$ cat src/rtl/video_timing_pkg.sv
// -----------------------------------------------------------------------------
// video_timing_pkg
// Purpose : default 640x480@60 raster timing constants and a helper that
//           derives the total period (active + porches + sync) of one axis.
// Ports   : none (package).
// -----------------------------------------------------------------------------
package video_timing_pkg;

    // Horizontal timing in pixels.
    localparam int VTG_H_ACTIVE = 640;
    localparam int VTG_H_FP     = 16;
    localparam int VTG_H_SYNC   = 96;
    localparam int VTG_H_BP     = 48;

    // Vertical timing in lines.
    localparam int VTG_V_ACTIVE = 480;
    localparam int VTG_V_FP     = 10;
    localparam int VTG_V_SYNC   = 2;
    localparam int VTG_V_BP     = 33;

    // Counter and position width.
    localparam int VTG_CW       = 10;

    // Full period of one axis.
    function automatic int vtg_total(input int active, input int fp,
                                     input int sync, input int bp);
        return active + fp + sync + bp;
    endfunction

endpackage

$ cat src/rtl/vtg_axis_cnt.sv
// -----------------------------------------------------------------------------
// vtg_axis_cnt
// Purpose : one raster axis. A wrap counter running 0..TOTAL-1, plus the
//           combinational decode of its current value into active-window and
//           sync-level flags. Used once for pixels and once for lines.
// Ports   : clk, rst_n  - clock, asynchronous active-low reset
//           clr         - force the counter to 0 (higher priority than adv)
//           adv         - advance the counter by one, wrapping after TOTAL-1
//           cnt         - current counter value
//           last        - cnt is at TOTAL-1 (next advance wraps)
//           active      - cnt is inside the active window
//           sync        - sync level for cnt (POL inside the sync window)
// -----------------------------------------------------------------------------
module vtg_axis_cnt
    import video_timing_pkg::*;
#(
    parameter int ACTIVE = VTG_H_ACTIVE,
    parameter int FP     = VTG_H_FP,
    parameter int SYNC   = VTG_H_SYNC,
    parameter int BP     = VTG_H_BP,
    parameter bit POL    = 1'b0,
    parameter int CW     = VTG_CW
) (
    input  logic          clk,
    input  logic          rst_n,
    input  logic          clr,
    input  logic          adv,
    output logic [CW-1:0] cnt,
    output logic          last,
    output logic          active,
    output logic          sync
);

    localparam int TOTAL = vtg_total(ACTIVE, FP, SYNC, BP);

    // Window bounds carry one extra bit: a bound may equal 2^CW when the
    // trailing porches are zero, and must not truncate to 0.
    localparam logic [CW-1:0] LAST_C   = CW'(TOTAL - 1);
    localparam logic [CW:0]   ACT_END  = (CW+1)'(ACTIVE);
    localparam logic [CW:0]   SYNC_BEG = (CW+1)'(ACTIVE + FP);
    localparam logic [CW:0]   SYNC_END = (CW+1)'(ACTIVE + FP + SYNC);

    if (SYNC < 1) begin : g_bad_sync
        $error("vtg_axis_cnt: sync width must be non-zero");
    end
    if (longint'(TOTAL) > (longint'(1) << CW)) begin : g_bad_width
        $error("vtg_axis_cnt: TOTAL-1 does not fit in CW bits");
    end

    logic [CW-1:0] cnt_q;
    logic [CW-1:0] cnt_d;
    logic [CW:0]   cnt_x;
    logic          in_sync;

    always_comb begin
        cnt_d = cnt_q;
        if (clr) begin
            cnt_d = '0;
        end else if (adv) begin
            cnt_d = last ? '0 : cnt_q + CW'(1);
        end
    end

    always_ff @(posedge clk or negedge rst_n) begin
        if (!rst_n) begin
            cnt_q <= '0;
        end else begin
            cnt_q <= cnt_d;
        end
    end

    assign cnt_x   = {1'b0, cnt_q};
    assign last    = (cnt_q == LAST_C);
    assign active  = (cnt_x < ACT_END);
    assign in_sync = (cnt_x >= SYNC_BEG) && (cnt_x < SYNC_END);
    assign sync    = in_sync ? POL : ~POL;
    assign cnt     = cnt_q;

endmodule

$ cat src/rtl/video_timing_gen.sv
// -----------------------------------------------------------------------------
// video_timing_gen
// Purpose : raster timing generator. Internal h/v counters advance on each
//           step (pix_en & run); the outputs register the decode of the
//           pre-step position, so they describe the pixel being emitted and
//           lag the counters by one step.
// Ports   : clk, rst_n        - clock, asynchronous active-low reset
//           pix_en           - single-cycle pixel step strobe
//           run              - timing enable; low holds the raster at (0,0)
//           hsync, vsync, de - sync levels and active-video flag
//           hcount, vcount   - position of the emitted pixel
//           line_start       - one-clk pulse: emitted pixel has h=0
//           frame_start      - one-clk pulse: emitted pixel is (0,0)
//           frame_cnt        - (VTG_FRAME_CNT_EN only) 8-bit count of frames
//                              completed, bumped when the last pixel of a
//                              frame is emitted
// Build option: define VTG_FRAME_CNT_EN to add the frame_cnt output.
// -----------------------------------------------------------------------------
module video_timing_gen
    import video_timing_pkg::*;
#(
    parameter int H_ACTIVE = VTG_H_ACTIVE,
    parameter int H_FP     = VTG_H_FP,
    parameter int H_SYNC   = VTG_H_SYNC,
    parameter int H_BP     = VTG_H_BP,
    parameter int V_ACTIVE = VTG_V_ACTIVE,
    parameter int V_FP     = VTG_V_FP,
    parameter int V_SYNC   = VTG_V_SYNC,
    parameter int V_BP     = VTG_V_BP,
    parameter bit HS_POL   = 1'b0,
    parameter bit VS_POL   = 1'b0,
    parameter int CW       = VTG_CW
) (
    input  logic          clk,
    input  logic          rst_n,
    input  logic          pix_en,
    input  logic          run,
    output logic          hsync,
    output logic          vsync,
    output logic          de,
    output logic [CW-1:0] hcount,
    output logic [CW-1:0] vcount,
    output logic          line_start,
    output logic          frame_start
`ifdef VTG_FRAME_CNT_EN
    ,
    output logic [7:0]    frame_cnt
`endif
);

    logic          step;
    logic [CW-1:0] h_cnt;
    logic [CW-1:0] v_cnt;
    logic          h_last, h_act, h_sync;
    logic          v_last, v_act, v_sync;

    assign step = pix_en & run;

    vtg_axis_cnt #(
        .ACTIVE (H_ACTIVE),
        .FP     (H_FP),
        .SYNC   (H_SYNC),
        .BP     (H_BP),
        .POL    (HS_POL),
        .CW     (CW)
    ) u_h_axis (
        .clk    (clk),
        .rst_n  (rst_n),
        .clr    (~run),
        .adv    (step),
        .cnt    (h_cnt),
        .last   (h_last),
        .active (h_act),
        .sync   (h_sync)
    );

    // Lines advance only on the step that wraps the pixel counter, so the
    // vertical decode is constant across a line and vsync can only change
    // on the step that emits h=0.
    vtg_axis_cnt #(
        .ACTIVE (V_ACTIVE),
        .FP     (V_FP),
        .SYNC   (V_SYNC),
        .BP     (V_BP),
        .POL    (VS_POL),
        .CW     (CW)
    ) u_v_axis (
        .clk    (clk),
        .rst_n  (rst_n),
        .clr    (~run),
        .adv    (step & h_last),
        .cnt    (v_cnt),
        .last   (v_last),
        .active (v_act),
        .sync   (v_sync)
    );

    logic [CW-1:0] hcount_q, hcount_d;
    logic [CW-1:0] vcount_q, vcount_d;
    logic          de_q, de_d;
    logic          hsync_q, hsync_d;
    logic          vsync_q, vsync_d;
    logic          line_start_q, line_start_d;
    logic          frame_start_q, frame_start_d;

    always_comb begin
        hcount_d      = hcount_q;
        vcount_d      = vcount_q;
        de_d          = de_q;
        hsync_d       = hsync_q;
        vsync_d       = vsync_q;
        line_start_d  = 1'b0;
        frame_start_d = 1'b0;
        if (!run) begin
            // Blank the output but keep the last reported position.
            de_d    = 1'b0;
            hsync_d = ~HS_POL;
            vsync_d = ~VS_POL;
        end else if (pix_en) begin
            hcount_d      = h_cnt;
            vcount_d      = v_cnt;
            de_d          = h_act & v_act;
            hsync_d       = h_sync;
            vsync_d       = v_sync;
            line_start_d  = (h_cnt == '0);
            frame_start_d = (h_cnt == '0) && (v_cnt == '0);
        end
    end

    always_ff @(posedge clk or negedge rst_n) begin
        if (!rst_n) begin
            hcount_q      <= '0;
            vcount_q      <= '0;
            de_q          <= 1'b0;
            hsync_q       <= ~HS_POL;
            vsync_q       <= ~VS_POL;
            line_start_q  <= 1'b0;
            frame_start_q <= 1'b0;
        end else begin
            hcount_q      <= hcount_d;
            vcount_q      <= vcount_d;
            de_q          <= de_d;
            hsync_q       <= hsync_d;
            vsync_q       <= vsync_d;
            line_start_q  <= line_start_d;
            frame_start_q <= frame_start_d;
        end
    end

    assign hcount      = hcount_q;
    assign vcount      = vcount_q;
    assign de          = de_q;
    assign hsync       = hsync_q;
    assign vsync       = vsync_q;
    assign line_start  = line_start_q;
    assign frame_start = frame_start_q;

`ifdef VTG_FRAME_CNT_EN
    logic [7:0] frame_cnt_q, frame_cnt_d;

    // Counts the step emitting the last pixel of a frame; run=0 leaves it.
    always_comb begin
        frame_cnt_d = frame_cnt_q;
        if (step && h_last && v_last) begin
            frame_cnt_d = frame_cnt_q + 8'd1;
        end
    end

    always_ff @(posedge clk or negedge rst_n) begin
        if (!rst_n) begin
            frame_cnt_q <= 8'd0;
        end else begin
            frame_cnt_q <= frame_cnt_d;
        end
    end

    assign frame_cnt = frame_cnt_q;
`endif

endmodule

$ cat config.mk
export PLATFORM = sky130hd
export DESIGN_NAME = video_timing_gen
export DESIGN_NICKNAME = d
export VERILOG_FILES = /design/src/rtl/video_timing_pkg.sv /design/src/rtl/vtg_axis_cnt.sv /design/src/rtl/video_timing_gen.sv
export SDC_FILE = /design/constraint.sdc
export NUM_CORES = 1
export LEC_CHECK = 0
export CAP_MARGIN = 20
export CORE_AREA = 2 2 73 75
export DETAILED_ROUTE_END_ITERATION = 6
export DIE_AREA = 0 0 75 77
export GPL_TIMING_DRIVEN = 0
export HOLD_SLACK_MARGIN = 0.05
export PLACE_DENSITY_LB_ADDON = 0.2
export SLEW_MARGIN = 0
export SYNTH_ARGS = -nofsm -noshare
export SYNTH_HDL_FRONTEND = slang
export SYNTH_HIERARCHICAL = 1
export SYNTH_SLANG_ARGS = --single-unit
export TNS_END_PERCENT = 50
$ cat constraint.sdc
create_clock -name clk -period 2.6 [get_ports clk]
set_clock_uncertainty 0.2 [all_clocks]
set_input_delay 0.52 -clock clk [delete_from_list [all_inputs] [get_ports clk]]
set_output_delay 0.52 -clock clk [all_outputs]
set_load 0.03 [all_outputs]
# After elaboration in Yosys (flattened, before gate mapping)
# Index checks and enable logic that the tools add are counted.
[op_classes]
muxes = 18
reduce_logical = 6
add_sub_neg = 2
bitwise_logic = 3
n_eq_ne = 5
magnitude_cmp = 6
[op_table]
columns = ["cell", "n"]
rows = [
  ["two-way mux 10 bit", 6],
  ["adder 10 x 1 -> 10 bit (second input constant)", 2],
  ["equality test 10 bit (second input constant)", 2],
  ["zero test 10 bit", 2],
  ["< comparator 10 bit (second input constant)", 2],
  ["< comparator 10 x 9 -> 1 bit (second input constant)", 2],
  ["two-way mux 1 bit", 12],
  ["greater-or-equal comparator 10 bit (second input constant)", 1],
  ["greater-or-equal comparator 10 x 9 -> 1 bit (second input constant)", 1],
  ["!= test 2 x 1 -> 1 bit (second input constant)", 2],
  ["AND 1 bit", 3],
  ["logical AND 1 bit", 3],
  ["!= test 2 bit (second input constant)", 1],
  ["AND reduction 2 bit", 1],
]
[word_totals]
in_bits = 4
ff_bits = 45
elab_cells = 49

# Depth between registers and ports, before layout
[logic_depth]
word_depth = 5
ltp_mapped = 9
mapped_depth_nobuf = 8

# Cells and area by module
# Netlist, hierarchy kept.
[by_module_without_submodules]
columns = ["module", "cells_per_inst", "seq_area_each_um2", "area_per_inst_um2", "n_inst"]
rows = [
  ["video_timing_gen", 66, 628.1, 983.4, 1],
  ["vtg_axis_cnt (u_h_axis)", 65, 250.2, 590.6, 1],
  ["vtg_axis_cnt (u_v_axis)", 59, 250.2, 584.3, 1],
]

# Worst setup path before layout
# Ideal clock, no wire load.
[synth_timing]
path_kind = "register to register"
start = "reg u_h_axis.cnt_q[5] (netlist: u_h_axis/cnt[5])"
end = "reg u_v_axis.cnt_q[9] (netlist: u_v_axis/cnt[9])"
setup_ps = 119
slack_ps = 402
stages_incl_launch_ff = 9
path_buffers = 0
arrival_ps = 1879
synth_period_minus_slack_ps = 2198
cell_sequence = "dfrtp_1 -> nor4b_2 -> nand4_1 -> inv_1 -> and3_1 -> o2111ai_2 -> nor3_1 -> xnor2_1 -> nor2_2"
[synth_via]
elab_chain_len = 3
[synth_lines]
columns = ["item", "line", "source"]
rows = [
  ["start: declaration", "vtg_axis_cnt.sv:50", "logic [CW-1:0] cnt_q;"],
  ["start signal: assignment", "vtg_axis_cnt.sv:68", "cnt_q <= cnt_d;"],
  ["equality test 10 bit", "vtg_axis_cnt.sv:73", "assign last = (cnt_q == LAST_C);"],
  ["net h_last", "video_timing_gen.sv:54", "logic h_last, h_act, h_sync;"],
  ["AND 1 bit", "video_timing_gen.sv:91", ".adv (step & h_last),"],
  ["!= test 2 x 1 -> 1 bit (no source line)", "n/a", ""],
  ["end signal: assignment", "vtg_axis_cnt.sv:68", ""],
  ["end: declaration", "vtg_axis_cnt.sv:50", ""],
]
# The timed path passes the listed nets, and every way through them passes these cells.
# A chain may end at the register's enable or synchronous reset.

# Final worst setup path
# Same ends and word-level chain as after synthesis.

==> summary.txt <==
GRT
  • First-pass GRT wire length: 7460 um
  • Overflow after GRT: 0
  • Initial antenna violation count: 0
  • Vias in the first global route: 1518
  • Largest net degree at the start of global routing: 30
  • Overall global routing resource usage: 16.8%

Finish
  • # nets final: 235
  • Layout cells sized above 1: 21.5%
  • Area Overhead vs Synth: 24.1%
  • Final cell count without fillers: 298
  • Design area: 0.00268 mm^2
  • Antenna cells: 0

Setup path
  • Crit. Startpoint: u_h_axis/cnt[5]$_DFFE_PN0P_
  • Reg2reg start: u_h_axis/cnt[5]$_DFFE_PN0P_
  • CP endpoint: u_v_axis/cnt[9]$_DFFE_PN0P_
  • Crit-path cells: nor4b_4 -> nand4_1 -> inv_1 -> and3_2 -> o2111ai_2 -> nor3_1 -> xnor2_1 -> nor2_2
  • Reg2reg setup slack: 0.22 ns
  • Reg-to-reg endpoint: u_v_axis/cnt[9]$_DFFE_PN0P_
  • Startpoint Class: flop
  • Crit path kind: flop to flop
  • Worst EP required: 2.59 ns
  • Max incr delay on CP: 0.51 ns
  • Worst-path fanout max: 9
  • CP max stage cell: dfrtp_1
  • R2R depth: 8
  • CP Capture Type: flop
  • CP arrival: 2.38 ns

Worst hold path
  • Hold path cells: 1
  • Worst hold path type: flop to flop

Timing
  • Fmax: 419 MHz
  • Max-slew violation count: 0
  • Setup tns final: 0 ns
  • WHS: 0.304 ns
  • Slew headroom: 68.4%
  • Final Cycle Share: 91.7%
  • Endpoints failing hold: 0
  • Final min period: 2.38 ns
  • RSZ-0062 raised after global routing: no
  • Worst-margin pin slew: 0.473 ns
  • Setup violations, final: 0

Drt
  • Initial DRT Pass Iterations: 4
  • Total vias in the final route: 1553
  • Vias/cell: 5.21
  • Iteration-0 DRC Markers: 98
  • WL/cell: 14.2 um
  • Final wirelength: 4240 um
  • Residual DRC: 0
  • Routed Antenna Nets: 0

Clock tree
  • Clk sinks: 45
  • Clock tree from TritonCTS: done
  • Clock tree buffer depth: 2
  • TritonCTS Buffers: 5
  • Worst-Skew Late Latency: 0.30 ns
  • Worst-path clk slew: 0.09 ns
  • Clock Tree Root: clkbuf_8
  • H-Tree Depth: 2

Die
  • I/O pin cnt: 29
  • Die Y-Extent: 77 um
  • Die width: 75 um
  • Row cnt: 26
  • Die area: 0.00578 mm^2
  • Placeable Area: 0.00498 mm^2
  • Starting density of the core: 43.4%

Pwr
  • Power Density: 492 mW/mm^2
  • Leakage: 1.20 nW
  • VDD IR-drop max: 365 uV

Yosys
  • Post-Synth Adder-Cell Area: 2.32%
  • Share of the synthesized area in the top cell type: 49.9%
  • Post-synthesis compound-gate area fraction: 6.32%
  • Syn Inst Count: 190
  • Commonest cells in the netlist: dfrtp_1 (43), mux2_2 (19), nor2_1 (16)
  • Post-synthesis area per instance: 11.4 um^2
  • Main combinational cell family by area after synthesis: simple AND/OR/NAND/NOR gates
  • Synthesized Nets: 198
  • Number of synthesized flops with an enable pin: 0
  • XOR/XNOR Fraction of Synth Area: 5.28%
  • Ys Warns: 6
  • Yosys top cell by area: dfrtp_1
  • Most common cell in the netlist: dfrtp_1
  • Async SR Flop Fraction: 100%
  • Mux share of post-synthesis cell area: 11.8%
  • Seq/Total Area, Yosys: 52.3%
  • Synth top area cells: dfrtp_1 (50%), mux2_2 (9.9%), xor2_1 (3.7%)
  • Synth Flop Type: dfrtp_1
  • Simple-Gate Fraction of Synth Area: 19.4%
  • Distinct cells, synth: 42
  • Post-synthesis cell area: 0.00216 mm^2
  • Yosys reg bits: 45

Run status
  • Outcome: finished, final reports clean

Place
  • Area of placed instances: 0.00254 mm^2
  • Dpl cells: 289
  • RD Place Congestion: 0.762
  • Post-DP HPWL: 2980 um
  • IO buf count: 28

Job
  • Max Cap Viol: 0
worst min-delay path by stage:
stage	start	end	slack [ns]
after floorplan	rst_n	de$_DFFE_PN0P_	0.02
after global placement	vcount[2]$_DFFE_PN0P_	vcount[2]$_DFFE_PN0P_	0.28
after detailed placement	rst_n	vcount[5]$_DFFE_PN0P_	0.27
after CTS	vcount[3]$_DFFE_PN0P_	vcount[3]$_DFFE_PN0P_	0.31
after global routing	vcount[4]$_DFFE_PN0P_	vcount[4]$_DFFE_PN0P_	0.33
final	vcount[2]$_DFFE_PN0P_	vcount[2]$_DFFE_PN0P_	0.30
area by class of cell:
| cell class | instances | area [um^2] |
|---|---|---|
| Multi-Input combinational cell | 131 | 988 |
| Sequential cell | 45 | 1130 |
| Fill cell | 471 | 2300 |
| Clock inverter | 2 | 38.8 |
| Inverter | 9 | 33.8 |
| Timing Repair Buffer | 30 | 305 |
| Clock buffer | 6 | 72.6 |
| Buffer | 5 | 22.5 |
| Tap cell | 70 | 87.6 |
routing by layer:
layer / GRT usage [%] / wire length [um] / vias to the layer above
met4: 4.82 / 51 / 0
met5: 0 / 0 / -
met1: 22.9 / 1910 / 788
met3: 3.94 / 108 / 6
met2: 26.5 / 2170 / 17
li1: - / - / 742
repair_timing:
action,4_1_cts,5_1_grt
hold buffers,1,0
endpoints found under the hold margin,16,0
setup endpoints to repair,0,4
setup buffers,0,0
resized for setup,0,3
cells by family (layout without fill, tap and decap cells):
kind of cell,count (synthesis),count (layout)
muxes,23,23
and+or+nand+nor,73,73
adders and majority gates,4,4
DFF,45,45
xor gates and xnor gates,13,13
buffers and inverters,14,52
AOI/OAI and AO/OA,18,18
layout by cell type, fill, tap and decap left out, drive strengths merged, types with 4 or more instances in the layout:
cell / instances
ha: 4
and3: 7
nand2: 12
clkdlybuf4s50: 27
mux2: 20
xnor2: 4
o21ai: 5
buf: 5
nand4: 7
nor3: 4
a21oi: 6
nand3: 9
nor2: 18
inv: 9
clkbuf: 8
dfrtp: 43
xor2: 9
state kept, by name, summed over array words and instances, names as in the netlist:
register / count
u_v_axis/cnt: 10
frame_start: 1
u_h_axis/cnt: 10
hsync: 1
de: 1
vsync: 1
line_start: 1
vcount: 10
hcount: 10
worst max-delay path, delay by kind of cell, from the launching register on:
kind / cells / cell delay [ns]
flip-flops: 1 / 0.51
AND/OR/NAND/NOR: 5 / 1.12
XOR/XNOR: 1 / 0.17
buffers and inverters: 1 / 0.08
AO/OA/AOI/OAI: 1 / 0.20
per-stage QoR:
| step | utilization [%] | total power, mW | worst slack [ns] |
|---|---|---|---|
| after global routing | 53.8 | 1.38 | 0.0105 |
| after global placement | 50.8 | 0.807 | -0.409 |
| after CTS | 53.5 | 1.33 | 0.0793 |
| final | 53.8 | 1.32 | 0.216 |
| after floorplan | - | 0.766 | 0.402 |
| after detailed placement | 51.1 | 0.811 | 0.0582 |
where the power goes:
group / switching [mW] / leakage, nW / internal [mW]
sequential: 0.00590 / 0.618 / 0.706
combinational: 0.0521 / 0.532 / 0.0318
clock: 0.233 / 0.0554 / 0.288
total: 0.291 / 1.20 / 1.03
(Power assumes the default switching activity.)
